`src/rtl/mecanismo_flipping_pipe.sv`:
```
// Registered bit-permutation stage with valid/ready handshake: pass, full reverse,
// group reverse, or alternating reverse per beat, behind a one-deep output register.
module mecanismo_flipping_pipe #(
  parameter int N     = 16,
  parameter int G     = 4,
  parameter int CNT_W = 16
) (
  input  logic             clk,
  input  logic             rst_n,
  input  logic             clear,
  input  logic [N-1:0]     in_data,
  input  logic [1:0]       in_mode,
  input  logic             in_valid,
  output logic             in_ready,
  output logic [N-1:0]     out_data,
  output logic             out_valid,
  input  logic             out_ready,
  output logic [CNT_W-1:0] beat_cnt,
  output logic             alt_phase
);

  if (N < 2 || G < 1 || (N % G) != 0) begin : g_bad_params
    $error("mecanismo_flipping_pipe: need N >= 2, G >= 1 and N %% G == 0");
  end

  logic [N-1:0]     rev_p0;
  logic [N-1:0]     grp_p0;
  logic [N-1:0]     perm_p0;
  logic [N-1:0]     data_p1;
  logic             vld_p1;
  logic [CNT_W-1:0] cnt_q;
  logic             phase_q;
  logic             accept;
  logic             consume;

  // Stage p0: fixed wiring for the two reversal patterns, constant indices only
  for (genvar i = 0; i < N; i++) begin : g_perm
    assign rev_p0[i] = in_data[N-1-i];
    assign grp_p0[i] = in_data[(i / G) * G + (G - 1 - (i % G))];
  end

  function automatic logic [N-1:0] select_word(
    input logic [1:0]   mode,
    input logic         phase,
    input logic [N-1:0] pass_w,
    input logic [N-1:0] rev_w,
    input logic [N-1:0] grp_w
  );
    logic [N-1:0] r;
    unique case (mode)
      2'b00:   r = pass_w;
      2'b01:   r = rev_w;
      2'b10:   r = grp_w;
      default: r = phase ? rev_w : pass_w;
    endcase
    return r;
  endfunction

  assign perm_p0  = select_word(in_mode, phase_q, in_data, rev_p0, grp_p0);
  assign in_ready = !vld_p1 || out_ready;
  assign accept   = in_valid && in_ready;
  assign consume  = vld_p1 && out_ready;

  // Stage p1: output register; data only loads on accept so idle X inputs never reach it
  always_ff @(posedge clk or negedge rst_n) begin
    if (!rst_n) begin
      data_p1 <= '0;
      vld_p1  <= 1'b0;
      cnt_q   <= '0;
      phase_q <= 1'b0;
    end else begin
      if (accept) begin
        data_p1 <= perm_p0;
        vld_p1  <= 1'b1;
      end else if (consume) begin
        vld_p1  <= 1'b0;
      end
      // clear overrides the bookkeeping of a same-cycle accept, not its data
      if (clear) begin
        cnt_q   <= '0;
        phase_q <= 1'b0;
      end else if (accept) begin
        cnt_q <= cnt_q + 1'b1;
        if (in_mode == 2'b11) phase_q <= ~phase_q;
      end
    end
  end

  assign out_data  = data_p1;
  assign out_valid = vld_p1;
  assign beat_cnt  = cnt_q;
  assign alt_phase = phase_q;

endmodule

```
`config.mk`:
```
export PLATFORM = sky130hd
export DESIGN_NAME = mecanismo_flipping_pipe
export DESIGN_NICKNAME = d
export VERILOG_FILES = /design/src/rtl/mecanismo_flipping_pipe.sv
export SDC_FILE = /design/constraint.sdc
export NUM_CORES = 1
export LEC_CHECK = 0
export BUFFER_PORTS_ARGS = -buffer_cell sky130_fd_sc_hd__buf_4
export CAP_MARGIN = 20
export CORE_ASPECT_RATIO = 0.9
export CORE_MARGIN = 8
export CORE_UTILIZATION = 45
export DETAILED_ROUTE_END_ITERATION = 6
export HOLD_SLACK_MARGIN = 0.06
export PLACE_DENSITY = 0.76
export SYNTH_ARGS = -nofsm -noshare
export SYNTH_HDL_FRONTEND = slang
export SYNTH_SLANG_ARGS = --single-unit
```
`constraint.sdc`:
```
create_clock -name clk -period 1.52 [get_ports clk]
set_input_delay 0.152 -clock clk [delete_from_list [all_inputs] [get_ports clk]]
set_output_delay 0.152 -clock clk [all_outputs]
set_load 0.05 [all_outputs]
```
[Word level (Yosys, flattened, before mapping)]
Cells that the tools add are included.
W data, S select, Z words.
Word-level totals
  bits in registers: 34
  input port bits: 23
  output and inout port bits: 35
  word-level logic and storage cells: 27
Cells by class
  $add $sub $neg: 1
  equality and inequality tests: 3
  muxes and demuxes: 9
  bitwise gates (word level): 1
  reductions and logical operators: 9
Operator list (number)
  $mux W16: 3
  $pmux W16 S3: 1
  $add A16 B1 Y16 const B: 1
  $reduce_bool A2 Y1: 3
  $mux W1: 5
  $eq A2 B2 Y1 const B: 2
  $eq A2 B1 Y1 const B: 1
  $logic_and A1 B1 Y1: 2
  $logic_not A2 Y1: 1
  $reduce_and A2 Y1: 1
  $logic_not A1 Y1: 1
  $logic_or A1 B1 Y1: 1
  $not A1 Y1: 1

[Logic depth before layout (Yosys ltp)]
Gate-level depths: netlist of the first run.
  depth after elaboration: 5
  mapped depth: 7
  depth with buffers taken out: 5

[Worst setup path before layout of the first run]
Ideal clock, no wire load.
  path kind: register to register
  start point: reg cnt_q[0] (netlist: beat_cnt[0])
  end point: reg cnt_q[14] (netlist: beat_cnt[14])
  library setup time: 78 ps
  arrival: 1846 ps
  required time: 1442 ps
  slack: -404 ps
  stages on the path, launching flop included: 6
  path buffers: 0
  clock period less this slack: 1924 ps
  cell sequence: dfrtp_1 -> ha_1 -> and2_1 -> nand3_1 -> or4_1 -> a21oi_1
On the way
  cells in the longest elaborated chain, start to end: 3
RTL lines
  start: declaration: RTL line 31  | logic [CNT_W-1:0] cnt_q;
  start signal: assignment: RTL line 83  | cnt_q <= cnt_q + 1'b1;
  $add A16 B1 Y16: RTL line 83
  $mux W16: RTL line 82  | end else if (accept) begin
  $mux W16: RTL line 79  | if (clear) begin
No other way between the ends. The select of a mux whose other input is x is not followed.
A chain may end at the register's enable or synchronous reset.

[Final worst setup path of the first run]
  start point: reg cnt_q[5] (netlist: beat_cnt[5])
  end point: reg cnt_q[14] (netlist: beat_cnt[14])
Same word-level chain as after synthesis.

==> results of run 1 <==
==> through the flow <==
| stage | hold WS, ns | utilization, % | setup slack [ns] | total power, mW |
|---|---|---|---|---|
| 5_1_grt | 0.165 | 63.1 | -0.0210 | 2.98 |
| 6_report | 0.172 | 63.1 | 0.0258 | 2.85 |
| 3_3_place_gp | 0.130 | 58.4 | 0.0755 | 1.82 |
| 2_1_floorplan | -0.144 | - | -0.110 | 1.57 |
| 4_1_cts | 0.161 | 61.9 | 0.0158 | 2.87 |
| 3_5_place_dp | 0.131 | 58.4 | 0.0300 | 1.84 |
==> per-layer routing <==
layer | global-route usage, % | wire (um)
met4 | 3.95 | 19
met5 | 0 | 0
met2 | 26.5 | 2640
met3 | 5.76 | 343
met1 | 19.1 | 2330
==> placed cells by master, fill, tap and decap left out, types with 4 or more instances in the layout <==
cell type / Yosys / layout
sky130_fd_sc_hd__mux2_2: 17 / 16
sky130_fd_sc_hd__a211oi_1: 16 / 16
sky130_fd_sc_hd__nand2_1: 5 / 5
sky130_fd_sc_hd__buf_4: 0 / 68
sky130_fd_sc_hd__o22ai_1: 32 / 32
sky130_fd_sc_hd__clkbuf_8: 0 / 6
sky130_fd_sc_hd__a21o_1: 16 / 16
sky130_fd_sc_hd__a21oi_1: 8 / 5
sky130_fd_sc_hd__dfrtp_1: 34 / 21
sky130_fd_sc_hd__nor2_1: 9 / 9
sky130_fd_sc_hd__nand4_1: 6 / 6
sky130_fd_sc_hd__dfrtp_2: 0 / 13
sky130_fd_sc_hd__xor2_1: 8 / 8
sky130_fd_sc_hd__o31ai_1: 6 / 6
sky130_fd_sc_hd__nand3_1: 5 / 4
==> sequential cells by signal, summed over array words and instances (netlist names) <==
| register | flops |
|---|---|
| out_data | 16 |
| beat_cnt | 16 |
| alt_phase | 1 |
| out_valid | 1 |
==> area by class of cell <==
| cell class | count | share of cell area [%] |
|---|---|---|
| Timing Repair Buffer | 70 | 19.5 |
| Sequential cell | 34 | 31.2 |
| Clock buffer | 6 | 2.97 |
| Clock inverter | 2 | 2.16 |
| Inverter | 1 | 0.135 |
| Multi-Input combinational cell | 150 | 41.3 |
| Tap cell | 62 | 2.79 |
==> worst max-delay path: stages (launching register included) <==
cell	delay [ns]
sky130_fd_sc_hd__dfrtp_2	0.40
sky130_fd_sc_hd__and4_4	0.25
sky130_fd_sc_hd__nand2_4	0.12
sky130_fd_sc_hd__or4_4	0.54
sky130_fd_sc_hd__a21oi_2	0.12
==> repair_timing <==
item / CTS / global route
endpoints found under the setup margin: 0 / 6
hold endpoints to repair: 34 / 0
setup buffers: 0 / 4
hold buffers: 1 / 0
resized for setup: 0 / 6
==> power breakdown <==
part / total [mW] / internal (mW) / switching, mW
Clock: 1.03 / 0.700 / 0.329
Combinational: 0.784 / 0.277 / 0.507
Sequential: 1.04 / 0.983 / 0.0533
Total: 2.85 / 1.96 / 0.889
==> cell families after synthesis <==
logic type / Yosys count / share of synthesized area (%)
flops: 34 / 42.0
compound gates: 79 / 26.2
xor+xnor: 8 / 3.46
fa+ha+maj: 1 / 0.617
mux: 17 / 9.44
simple gates: 45 / 13.6
buf+inv: 20 / 4.75
==> worst max path at each step <==
stage | startpoint | to | cells past startpoint
global placement | beat_cnt[0]$_DFFE_PN0P_ | beat_cnt[15]$_DFFE_PN0P_ | 4
floorplan | beat_cnt[3]$_DFFE_PN0P_ | beat_cnt[12]$_DFFE_PN0P_ | 5
global route | beat_cnt[0]$_DFFE_PN0P_ | beat_cnt[15]$_DFFE_PN0P_ | 4
finish | beat_cnt[5]$_DFFE_PN0P_ | beat_cnt[14]$_DFFE_PN0P_ | 4
CTS | beat_cnt[0]$_DFFE_PN0P_ | beat_cnt[15]$_DFFE_PN0P_ | 4
detailed placement | beat_cnt[0]$_DFFE_PN0P_ | beat_cnt[15]$_DFFE_PN0P_ | 4
==> impl_results.md, run 1 <==
- Number of different library cells in the post-synthesis netlist: 32
- Number of pins exceeding their max-slew limit in the final report: 0
- Hold Path Cell Cnt: 2
- Unrepaired setup endpoints after global routing: yes
- Non-filler instance count after layout: roughly 330
- Instance area at placement: approximately 0.0026 mm2
- Max Clock Skew: about 0.006 ns
- Leakage component of the power: between 1 and 1.5 nW
- Area enclosed by the die boundary: 0.00691 mm2
- Setup slack on the worst flop-to-flop path: between 0.02 and 0.03 ns
- Peak Freq: 669 MHz
- Chip Width: between 80 and 90 um
- Crit path capture type: flip-flop
- Starting Density: between 40 and 50%
- First-pass iteration count of the detailed router: 4
- Final Hold Violating Endpoints: 0
- TritonCTS buffer count: 5
- Post-synth EDFFs: 0
- Total I/O pin count: a little under 60
- Kind of critical path: flip-flop to flip-flop
- Gate count after technology mapping: 204
- Core footprint: 0.00440 mm2
- Class of the tightest hold or removal check: primary input to flip-flop
- Via count of the first global-routing pass: approximately 1900
- Endpoint required time on the critical path: 1.74 ns
- CTS sink cnt: 34
- Vias: approximately 1900
- Most frequently used cell type in the post-synthesis netlist: sky130_fd_sc_hd__dfrtp_1
- Least-Margin Pin Slew: approximately 0.44 ns
- Status: finished clean
- Area occupied by multi-input gates: 0.00115 mm2
- Pwr per Cell Area: between 1000 and 1500 mW/mm2
- Syn. warnings: 0
- Sequential cell area: roughly 870 um2
- Port Buffers: 57
- Final critical delay including setup and external delays: 1.49 ns
- GR Overflow Total: 0
- Setup TNS after final layout: 0 ns
- Area share of the largest cell type after synthesis: 42.0%
- Number of DRC markers in iteration 0: between 100 and 150
- Root buffer selected by CTS: sky130_fd_sc_hd__clkbuf_8
- Post-route clock period utilization: 98.3%
- Commonest cells in the synthesized netlist: sky130_fd_sc_hd__dfrtp_1 (34), sky130_fd_sc_hd__o22ai_1 (32), sky130_fd_sc_hd__mux2_2 (17)
- Filler cells: 345
- Number of cells in the design after placement: about 310
- Cell taking the most area after synthesis: sky130_fd_sc_hd__dfrtp_1
- First-pass GRT wire length: a little under 9 mm
- Worst Hold Endpoint: beat_cnt[15]$_DFFE_PN0P_
- TritonCTS clock tree: done
- DRC: 0
- Synth-to-Final Area Change: 37.0%
- Reg2Reg Launch Point: beat_cnt[5]$_DFFE_PN0P_
- Fraction of layout instances using a drive strength above 1: between 40 and 50%
- Post-DR wirelength/cell: ~16 um
- Number of levels the H-tree was split into: 2
- Deepest clock path buffer count: 2
- Category of the worst setup path launch point: flip-flop
- Worst-case vdd ir drop: 0.900 mV
- Clk pin slew, worst setup/hold paths: around 0.07 ns
- Post-DP HPWL: between 3 and 4 mm
- Post-layout nets: 286
- Final routed wirelength across all metal layers: approximately 5.3 mm
- Antenna violations before repair: 0
- Synth top area cells: sky130_fd_sc_hd__dfrtp_1 (42%), sky130_fd_sc_hd__o22ai_1 (9.9%), sky130_fd_sc_hd__mux2_2 (9.4%), sky130_fd_sc_hd__a211oi_1 (5.9%), sky130_fd_sc_hd__a21o_1 (5.9%)
- Num rows: 23
- Main synth FF type: sky130_fd_sc_hd__dfrtp_1
- Nets in the synthesized netlist: 228
- Asr flop ratio synth: between 90% and 100%
- Critical path fanouts, max: 15
- Count of final setup violators: 0
- R2R depth: 4
- Capture point of the worst reg-to-reg path: beat_cnt[14]$_DFFE_PN0P_
- Routed vias/inst: 5.77
- Yosys reg bits: 34
- Antenna Diode Count: 0
- Post-route antenna net violation count: 0
- Sequential area share after synthesis: between 40% and 50%
- Slew HR: between 70 and 80%
- Synth Area per Inst: 9.94 um2
- Maximum Capacitance Violations: 0
- Final weighted congestion in routability-driven placement: roughly 0.81
- HP Start: clear
- Signal arrival time at the worst endpoint: between 1.5 and 2 ns
- Final Instance Area: ~0.0028 mm2
- Source-to-sink clock delay at the later pin of the worst-skew pair: about 0.29 ns
- Vertical extent of the die: between 70 and 80 um
- Post-Synthesis Cell Area: ~0.0020 mm2
- Pin count of the biggest net entering global routing: 36
- Global-route total usage across every layer: around 16%
Note: power is estimated with default switching activity, not from simulation.
==> inputs of run 2 (changes only) <==
ABC_AREA = 1   (was unset)
==> impl_results.md, run 2 <==
- Total I/O pin count: 58 (unchanged)
- Switching part of the total power: 38.5% (+7.3 points)
- Signal arrival time at the worst endpoint: 1.53 ns (-0.18 ns)
- Commonest cells in the synthesized netlist: sky130_fd_sc_hd__nand2_1 (142), sky130_fd_sc_hd__nor2_1 (38), sky130_fd_sc_hd__dfrtp_1 (34)
- Critical path fanouts, max: 16 (+1)
- Leakage component of the power: 1.44 nW (+16%)
- Post-layout nets: 421 (+47%)
- Instance area at placement: 0.00265 mm2 (+3.2%)
- Clock network fraction of total power: 27.0% (-9.1 points)
- First-pass GRT wire length: 10.3 mm (+15%)
- Main synth FF type: sky130_fd_sc_hd__dfrtp_1
- Final weighted congestion in routability-driven placement: 0.849 (+4.3%)
- Count of final setup violators: 0 (unchanged)
- Kind of critical path: flip-flop to flip-flop
- Crit-path slowest cell: sky130_fd_sc_hd__dfrtp_2
- Max Clock Skew: 0.00617 ns (+0.000135 ns)
- Sequential area share after synthesis: 39.0% (-3.0 points)
- TritonCTS buffer count: 5 (unchanged)
- Post-route clock period utilization: 89.2% (-9.1 points)
- Final routed wirelength across all metal layers: 5.98 mm (+12%)
- Starting Density: 46.0% (about the same)
- Endpoint required time on the critical path: 1.70 ns (-0.04 ns)
- Most frequently used cell type in the post-synthesis netlist: sky130_fd_sc_hd__nand2_1
- Yosys reg bits: 34 (unchanged)
- Cell internal pwr: 1.62 mW (-17%)
- Setup TNS after final layout: 0 ns (unchanged)
- Slew HR: 70.3% (-0.40 points)
- Post-route antenna net violation count: 0 (unchanged)
- Most common cell after layout, fill and taps aside: sky130_fd_sc_hd__nand2_1
- Cell breakdown of the critical path: nand2_4 -> nand2_2 -> buf_4 -> nor3_1 -> nand3_1 -> nand2_1 -> nor2_1
- Core footprint: 0.00474 mm2 (+7.8%)
- Proportion of power drawn by flip-flops and latches: 39.9% (+3.5 points)
- Number of setup buffers added after CTS: 0 (unchanged)
- Synth-to-Final Area Change: 27.0%
- Combinational group share of total power: 33.1% (+5.6 points)
- Setup slack after placement: 0.165 ns (+0.135 ns)
- Post-DP HPWL: 4.37 mm (+19%)
- Peak Freq: 738 MHz (+10%)
- Number of DRC markers in iteration 0: 174 (+37%)
- Crit path capture type: flip-flop
- Fraction of layout instances using a drive strength above 1: 21.4% (-26 points)
- Status: finished clean
- Unrepaired setup endpoints after global routing: no
- Final Instance Area: 0.00277 mm2 (-0.23%)
- TritonCTS clock tree: done
- Syn. warnings: 0 (unchanged)
- Deepest clock path buffer count: 2 (unchanged)
- Number of different library cells in the post-synthesis netlist: 20 (-38%)
- Antenna Diode Count: 0 (unchanged)
- Vertical extent of the die: 82.1 um (+3.0%)
- Post-DR wirelength/cell: 12.9 um (-21%)
- Post-synth EDFFs: 0 (unchanged)
- Source-to-sink clock delay at the later pin of the worst-skew pair: 0.28 ns (about the same)
- Global-route total usage across every layer: 17.8% (+1.9 points)
- Cell taking the most area after synthesis: sky130_fd_sc_hd__dfrtp_1
- Largest stage delay on the critical path: 0.42 ns (-0.12 ns)
- Asr flop ratio synth: 100% (unchanged)
- Final core area utilization: 58.4% (-4.7 points)
- Synth Area per Inst: 6.46 um2 (-35%)
- Root buffer selected by CTS: sky130_fd_sc_hd__clkbuf_8
- Number of pins exceeding their max-slew limit in the final report: 0 (unchanged)
- Vias: 2364 (+26%)
- Gate count after technology mapping: 338 (+66%)
- Synth top area cells: sky130_fd_sc_hd__dfrtp_1 (39%), sky130_fd_sc_hd__nand2_1 (24%), sky130_fd_sc_hd__nor2_1 (6.5%), sky130_fd_sc_hd__nand3_1 (6.0%), sky130_fd_sc_hd__a21oi_1 (4.8%)
- Nets in the synthesized netlist: 362 (+59%)
- Least-Margin Pin Slew: 0.445 ns (+0.00594 ns)
- Least setup slack across all paths after layout: 0.164 ns (+0.139 ns)
- Clk pin slew, worst setup/hold paths: 0.07 ns (about the same)
- Antenna violations before repair: 0 (unchanged)
- Routed vias/inst: 5.11 (-11%)
- Chip Width: 89.4 um (+3.1%)
- First-pass iteration count of the detailed router: 5 (+1)
- Maximum Capacitance Violations: 0 (unchanged)
- Final Hold Violating Endpoints: 0 (unchanged)
- Total net switching power: 1.01 mW (+14%)
- Via count of the first global-routing pass: 2258 (+20%)
- Final critical delay including setup and external delays: 1.36 ns (-0.139 ns)
- Area share of the largest cell type after synthesis: 39.0% (-3.0 points)
- Worst-case vdd ir drop: 0.732 mV (-19%)
- Most frequent cells in the layout: sky130_fd_sc_hd__nand2_1 (142), sky130_fd_sc_hd__buf_4 (62), sky130_fd_sc_hd__nor2_1 (37), sky130_fd_sc_hd__dfrtp_1 (31), sky130_fd_sc_hd__nand3_1 (26)
- GR Overflow Total: 0 (unchanged)
- Category of the worst setup path launch point: flip-flop
- CTS sink cnt: 34 (unchanged)
- Class of the tightest hold or removal check: primary input to flip-flop
- Pwr per Cell Area: 948 mW/mm2 (-7.5%)
- Area enclosed by the die boundary: 0.00734 mm2 (+6.2%)
- Port Buffers: 57 (unchanged)
- Pin count of the biggest net entering global routing: 35 (-2.8%)
- Number of levels the H-tree was split into: 2 (unchanged)
- Num rows: 24 (+4.3%)
- Post-Synthesis Cell Area: 0.00218 mm2 (+7.7%)
- DRC: 0 (unchanged)
run 2: cell types whose count changed after synthesis, moves of 10 or more:
cell,previous run,this run
sky130_fd_sc_hd__o21ai_1,0,13
sky130_fd_sc_hd__nand3_1,5,26
sky130_fd_sc_hd__a211oi_1,16,1
sky130_fd_sc_hd__nor2_1,9,38
sky130_fd_sc_hd__nand2_1,5,142
sky130_fd_sc_hd__mux2_2,17,0
sky130_fd_sc_hd__o21ai_0,1,11
sky130_fd_sc_hd__a21oi_1,8,21
sky130_fd_sc_hd__o22ai_1,32,0
sky130_fd_sc_hd__inv_1,1,19
sky130_fd_sc_hd__a21o_1,16,0
run 2: power by group through the flow:
| stage | registers, mW | logic (mW) | clock network, mW |
|---|---|---|---|
| after floorplan | 1.36 | 0.273 | 0 |
| after global placement | 1.07 | 0.862 | 0 |
| after detailed placement | 1.07 | 0.869 | 0 |
| after CTS | 1.05 | 0.876 | 0.723 |
| after global routing | 1.06 | 0.936 | 0.761 |
| final | 1.05 | 0.870 | 0.708 |
run 2: final timing paths:
| kind | from | end | slack [ns] | cells past startpoint |
|---|---|---|---|---|
| max | out_valid$_DFFE_PN0P_ | beat_cnt[13]$_DFFE_PN0P_ | 0.16 | 7 |
| max reg2reg | out_valid$_DFFE_PN0P_ | beat_cnt[13]$_DFFE_PN0P_ | 0.16 | 7 |
| min reg2reg | out_data[3]$_DFFE_PN0P_ | out_data[3]$_DFFE_PN0P_ | 0.49 | 2 |
| min in group asynchronous | rst_n | out_data[14]$_DFFE_PN0P_ | 0.35 | 2 |
| min | out_ready | out_valid$_DFFE_PN0P_ | 0.15 | 4 |
| max in group asynchronous | rst_n | beat_cnt[0]$_DFFE_PN0P_ | 0.82 | 2 |
run 2: layout make-up:
class	count	area [um2]
flip-flops and latches	34	855
well taps	65	81.3
fillers	486	1970
clock buffers	6	82.6
clock inverters	2	12.5
multi-input cells	268	1160
repair buffers	64	485
inverters	24	90.1
run 2: cells by family (layout without fill, tap and decap cells):
family          after synthesis  count (layout)  share of synthesized area [%]
fa+ha+maj                     1               1                          0.573
compound gates               46              46                           10.7
simple gates                220             220                           41.4
buf+inv                      36              96                           7.97
flops                        34              34                           39.0
xor+xnor                      1               1                          0.401
run 2: timing repair:
| action | 4_1_cts | 5_1_grt |
|---|---|---|
| hold buffers | 2 | 0 |
| gates resized for setup | 0 | 1 |
| endpoints found under the setup margin | 0 | 1 |
| endpoints found under the hold margin | 37 | 0 |
run 2: metrics by stage:
| step | instances | total power [mW] | hold slack, ns |
|---|---|---|---|
| finish | 463 | 2.63 | 0.153 |
| global route | 463 | 2.76 | 0.149 |
| CTS | 463 | 2.65 | 0.142 |
| detailed placement | 453 | 1.93 | 0.137 |
| global placement | 453 | 1.93 | 0.132 |
| floorplan | 338 | 1.63 | -0.144 |
run 2: critical path: cells and delay by family, from the launching register on:
family / cells / cell delay, ns
and+or+nand+nor: 6 / 0.63
buffers and inverters: 1 / 0.20
DFF: 1 / 0.42
run 2: metal layers:
metal	wire, um	up-vias	GRT usage [%]
li1	-	1194	-
met1	2880	1069	23.5
met2	2590	88	28.1
met3	415	13	4.00
met4	91	0	5.97
met5	0	-	0
==> inputs of run 3 (changes only) <==
SETUP_SLACK_MARGIN = 0.3   (was unset)
==> impl_results.md, run 3 (synthesis gave the netlist of run 2 again) <==
- Most common cell after layout, fill and taps aside: sky130_fd_sc_hd__nand2_1
- Critical path fanouts, max: 5 (-11)
- Root buffer selected by CTS: sky130_fd_sc_hd__clkbuf_8
- Fraction of layout instances using a drive strength above 1: 30.4% (+9.0 points)
- Final weighted congestion in routability-driven placement: 0.838 (-1.3%)
- Final routed wirelength across all metal layers: 6.32 mm (+5.8%)
- Antenna violations before repair: 0 (unchanged)
- Final critical delay including setup and external delays: 1.22 ns (-0.135 ns)
- Switching part of the total power: 39.2% (+0.73 points)
- Filler cells: 457 (-6.0%)
- Total power: 2.65 mW (+0.85%)
- Maximum Capacitance Violations: 0 (unchanged)
- Final Hold Violating Endpoints: 0 (unchanged)
- Post-route antenna net violation count: 0 (unchanged)
- Post-layout nets: 431 (+2.4%)
- Proportion of power drawn by flip-flops and latches: 39.7% (-0.2 points)
- Total I/O pin count: 58 (unchanged)
- Signal arrival time at the worst endpoint: 1.07 ns (-0.46 ns)
- Port Buffers: 57 (unchanged)
- Deepest clock path buffer count: 2 (unchanged)
- Class of the tightest hold or removal check: primary input to flip-flop
- Post-DP HPWL: 4.36 mm (-0.21%)
- DRC: 0 (unchanged)
- Combinational group share of total power: 35.6% (+2.5 points)
- Via count of the first global-routing pass: 2211 (-2.1%)
- Global-route total usage across every layer: 17.5% (-0.29 points)
- Post-route clock period utilization: 80.3% (-8.9 points)
- Number of pins exceeding their max-slew limit in the final report: 0 (unchanged)
- Instance area at placement: 0.00272 mm2 (+2.6%)
- Unrepaired setup endpoints after global routing: yes
- GR Overflow Total: 0 (unchanged)
- Post-DR wirelength/cell: 13.4 um (+3.6%)
- Pin count of the biggest net entering global routing: 35 (unchanged)
- Endpoint required time on the critical path: 1.37 ns (-0.33 ns)
- Antenna Diode Count: 0 (unchanged)
- Final Instance Area: 0.00299 mm2 (+7.7%)
- Least setup slack across all paths after layout: 0.300 ns (+0.135 ns)
- First-pass iteration count of the detailed router: 5 (unchanged)
- Status: finished clean
- Pwr per Cell Area: 888 mW/mm2 (-6.4%)
- Vias: 2430 (+2.8%)
- Routed vias/inst: 5.14 (+0.62%)
- Clock network fraction of total power: 24.8% (-2.2 points)
- Kind of critical path: flip-flop to primary output
- Synth-to-Final Area Change: 36.8%
- CTS sink cnt: 34 (unchanged)
- Slew HR: 71.1% (+0.74 points)
- Number of DRC markers in iteration 0: 208 (+20%)
- Num rows: 24 (unchanged)
- Cell internal pwr: 1.61 mW (-0.34%)
- Non-filler instance count after layout: 473 (+2.2%)
- Count of final setup violators: 0 (unchanged)
- Number of levels the H-tree was split into: 2 (unchanged)
- Clk pin slew, worst setup/hold paths: 0.07 ns (about the same)
- Vertical extent of the die: 82.1 um (unchanged)
- Total net switching power: 1.04 mW (+2.8%)
- Setup TNS after final layout: 0 ns (unchanged)
- Worst-case vdd ir drop: 0.672 mV (-8.2%)
- Category of the worst setup path launch point: flip-flop
- First-pass GRT wire length: 10.1 mm (-1.6%)
- Crit path capture type: primary output
- Leakage component of the power: 1.48 nW (+3.4%)
- Chip Width: 89.4 um (unchanged)
- TritonCTS clock tree: done
- Number of cells in the design after placement: 451 (-0.44%)
- Least-Margin Pin Slew: 0.434 ns (-0.0111 ns)
- Setup slack after placement: 0.212 ns (+0.0468 ns)
- Peak Freq: 820 MHz (+11%)
- Most frequent cells in the layout: sky130_fd_sc_hd__nand2_1 (137), sky130_fd_sc_hd__buf_4 (67), sky130_fd_sc_hd__nor2_1 (31), sky130_fd_sc_hd__nand3_1 (24), sky130_fd_sc_hd__a21oi_1 (21)
- Source-to-sink clock delay at the later pin of the worst-skew pair: 0.29 ns (about the same)
- Max Clock Skew: 0.00537 ns (-0.000795 ns)
- Core footprint: 0.00474 mm2 (unchanged)
- Starting Density: 46.0% (unchanged)
- Area enclosed by the die boundary: 0.00734 mm2 (unchanged)
- TritonCTS buffer count: 5 (unchanged)
==> run 3: cell type report <==
type	instances	area [um2]	area share (%)
timing repair inverter	1	8.76	0.293
clock buffer	6	72.6	2.43
timing repair buffer	73	572	19.2
sequential	34	871	29.2
clock inverter	2	10.0	0.335
tap	65	81.3	2.72
multi-input combinational	268	1260	42.4
inverter	24	105	3.52
==> run 3: stage by stage <==
step	hold slack, ns	utilization [%]
3_5_place_dp	0.123	57.4
6_report	0.198	62.9
4_1_cts	0.195	61.5
5_1_grt	0.227	62.9
2_1_floorplan	-0.144	-
3_3_place_gp	0.133	57.4
==> run 3: power groups by stage <==
stage               sequential (mW)  clock (mW)  combinational (mW)
floorplan                      1.36           0               0.311
global placement               1.07           0               0.867
detailed placement             1.07           0               0.875
CTS                            1.05       0.673               0.929
global route                   1.06       0.712                1.01
finish                         1.05       0.657               0.943
==> run 3: metal layers <==
layer	global-route usage [%]	routed length [um]	vias to the layer above
li1	-	-	1216
met1	23.6	2860	1123
met2	26.6	2870	87
met3	5.20	555	4
met4	4.98	40	0
met5	0	0	-
==> run 3: worst max-delay path: stages, from the launching register on <==
cell,delay [ns]
sky130_fd_sc_hd__dfrtp_2,0.45
sky130_fd_sc_hd__buf_4,0.15
sky130_fd_sc_hd__buf_4,0.18
==> run 3: worst paths after layout <==
| path | cells past startpoint | start | slack, ns | endpoint |
|---|---|---|---|---|
| worst min register to register | 2 | out_data[5]$_DFFE_PN0P_ | 0.48 | out_data[5]$_DFFE_PN0P_ |
| max in group asynchronous | 2 | rst_n | 0.84 | out_valid$_DFFE_PN0P_ |
| worst max-delay path | 2 | beat_cnt[7]$_DFFE_PN0P_ | 0.30 | beat_cnt[7] |
| min in group asynchronous | 2 | rst_n | 0.34 | out_data[1]$_DFFE_PN0P_ |
| worst min-delay path | 4 | out_ready | 0.20 | out_valid$_DFFE_PN0P_ |
| worst max register to register | 8 | beat_cnt[1]$_DFFE_PN0P_ | 0.32 | beat_cnt[14]$_DFFE_PN0P_ |
==> run 3: repair_timing <==
action	in CTS	in global routing
setup endpoints to repair	7	19
hold buffers	2	0
gates cloned	1	0
setup buffers	7	4
pin swaps	4	2
hold endpoints to repair	37	0
resized for setup	8	14
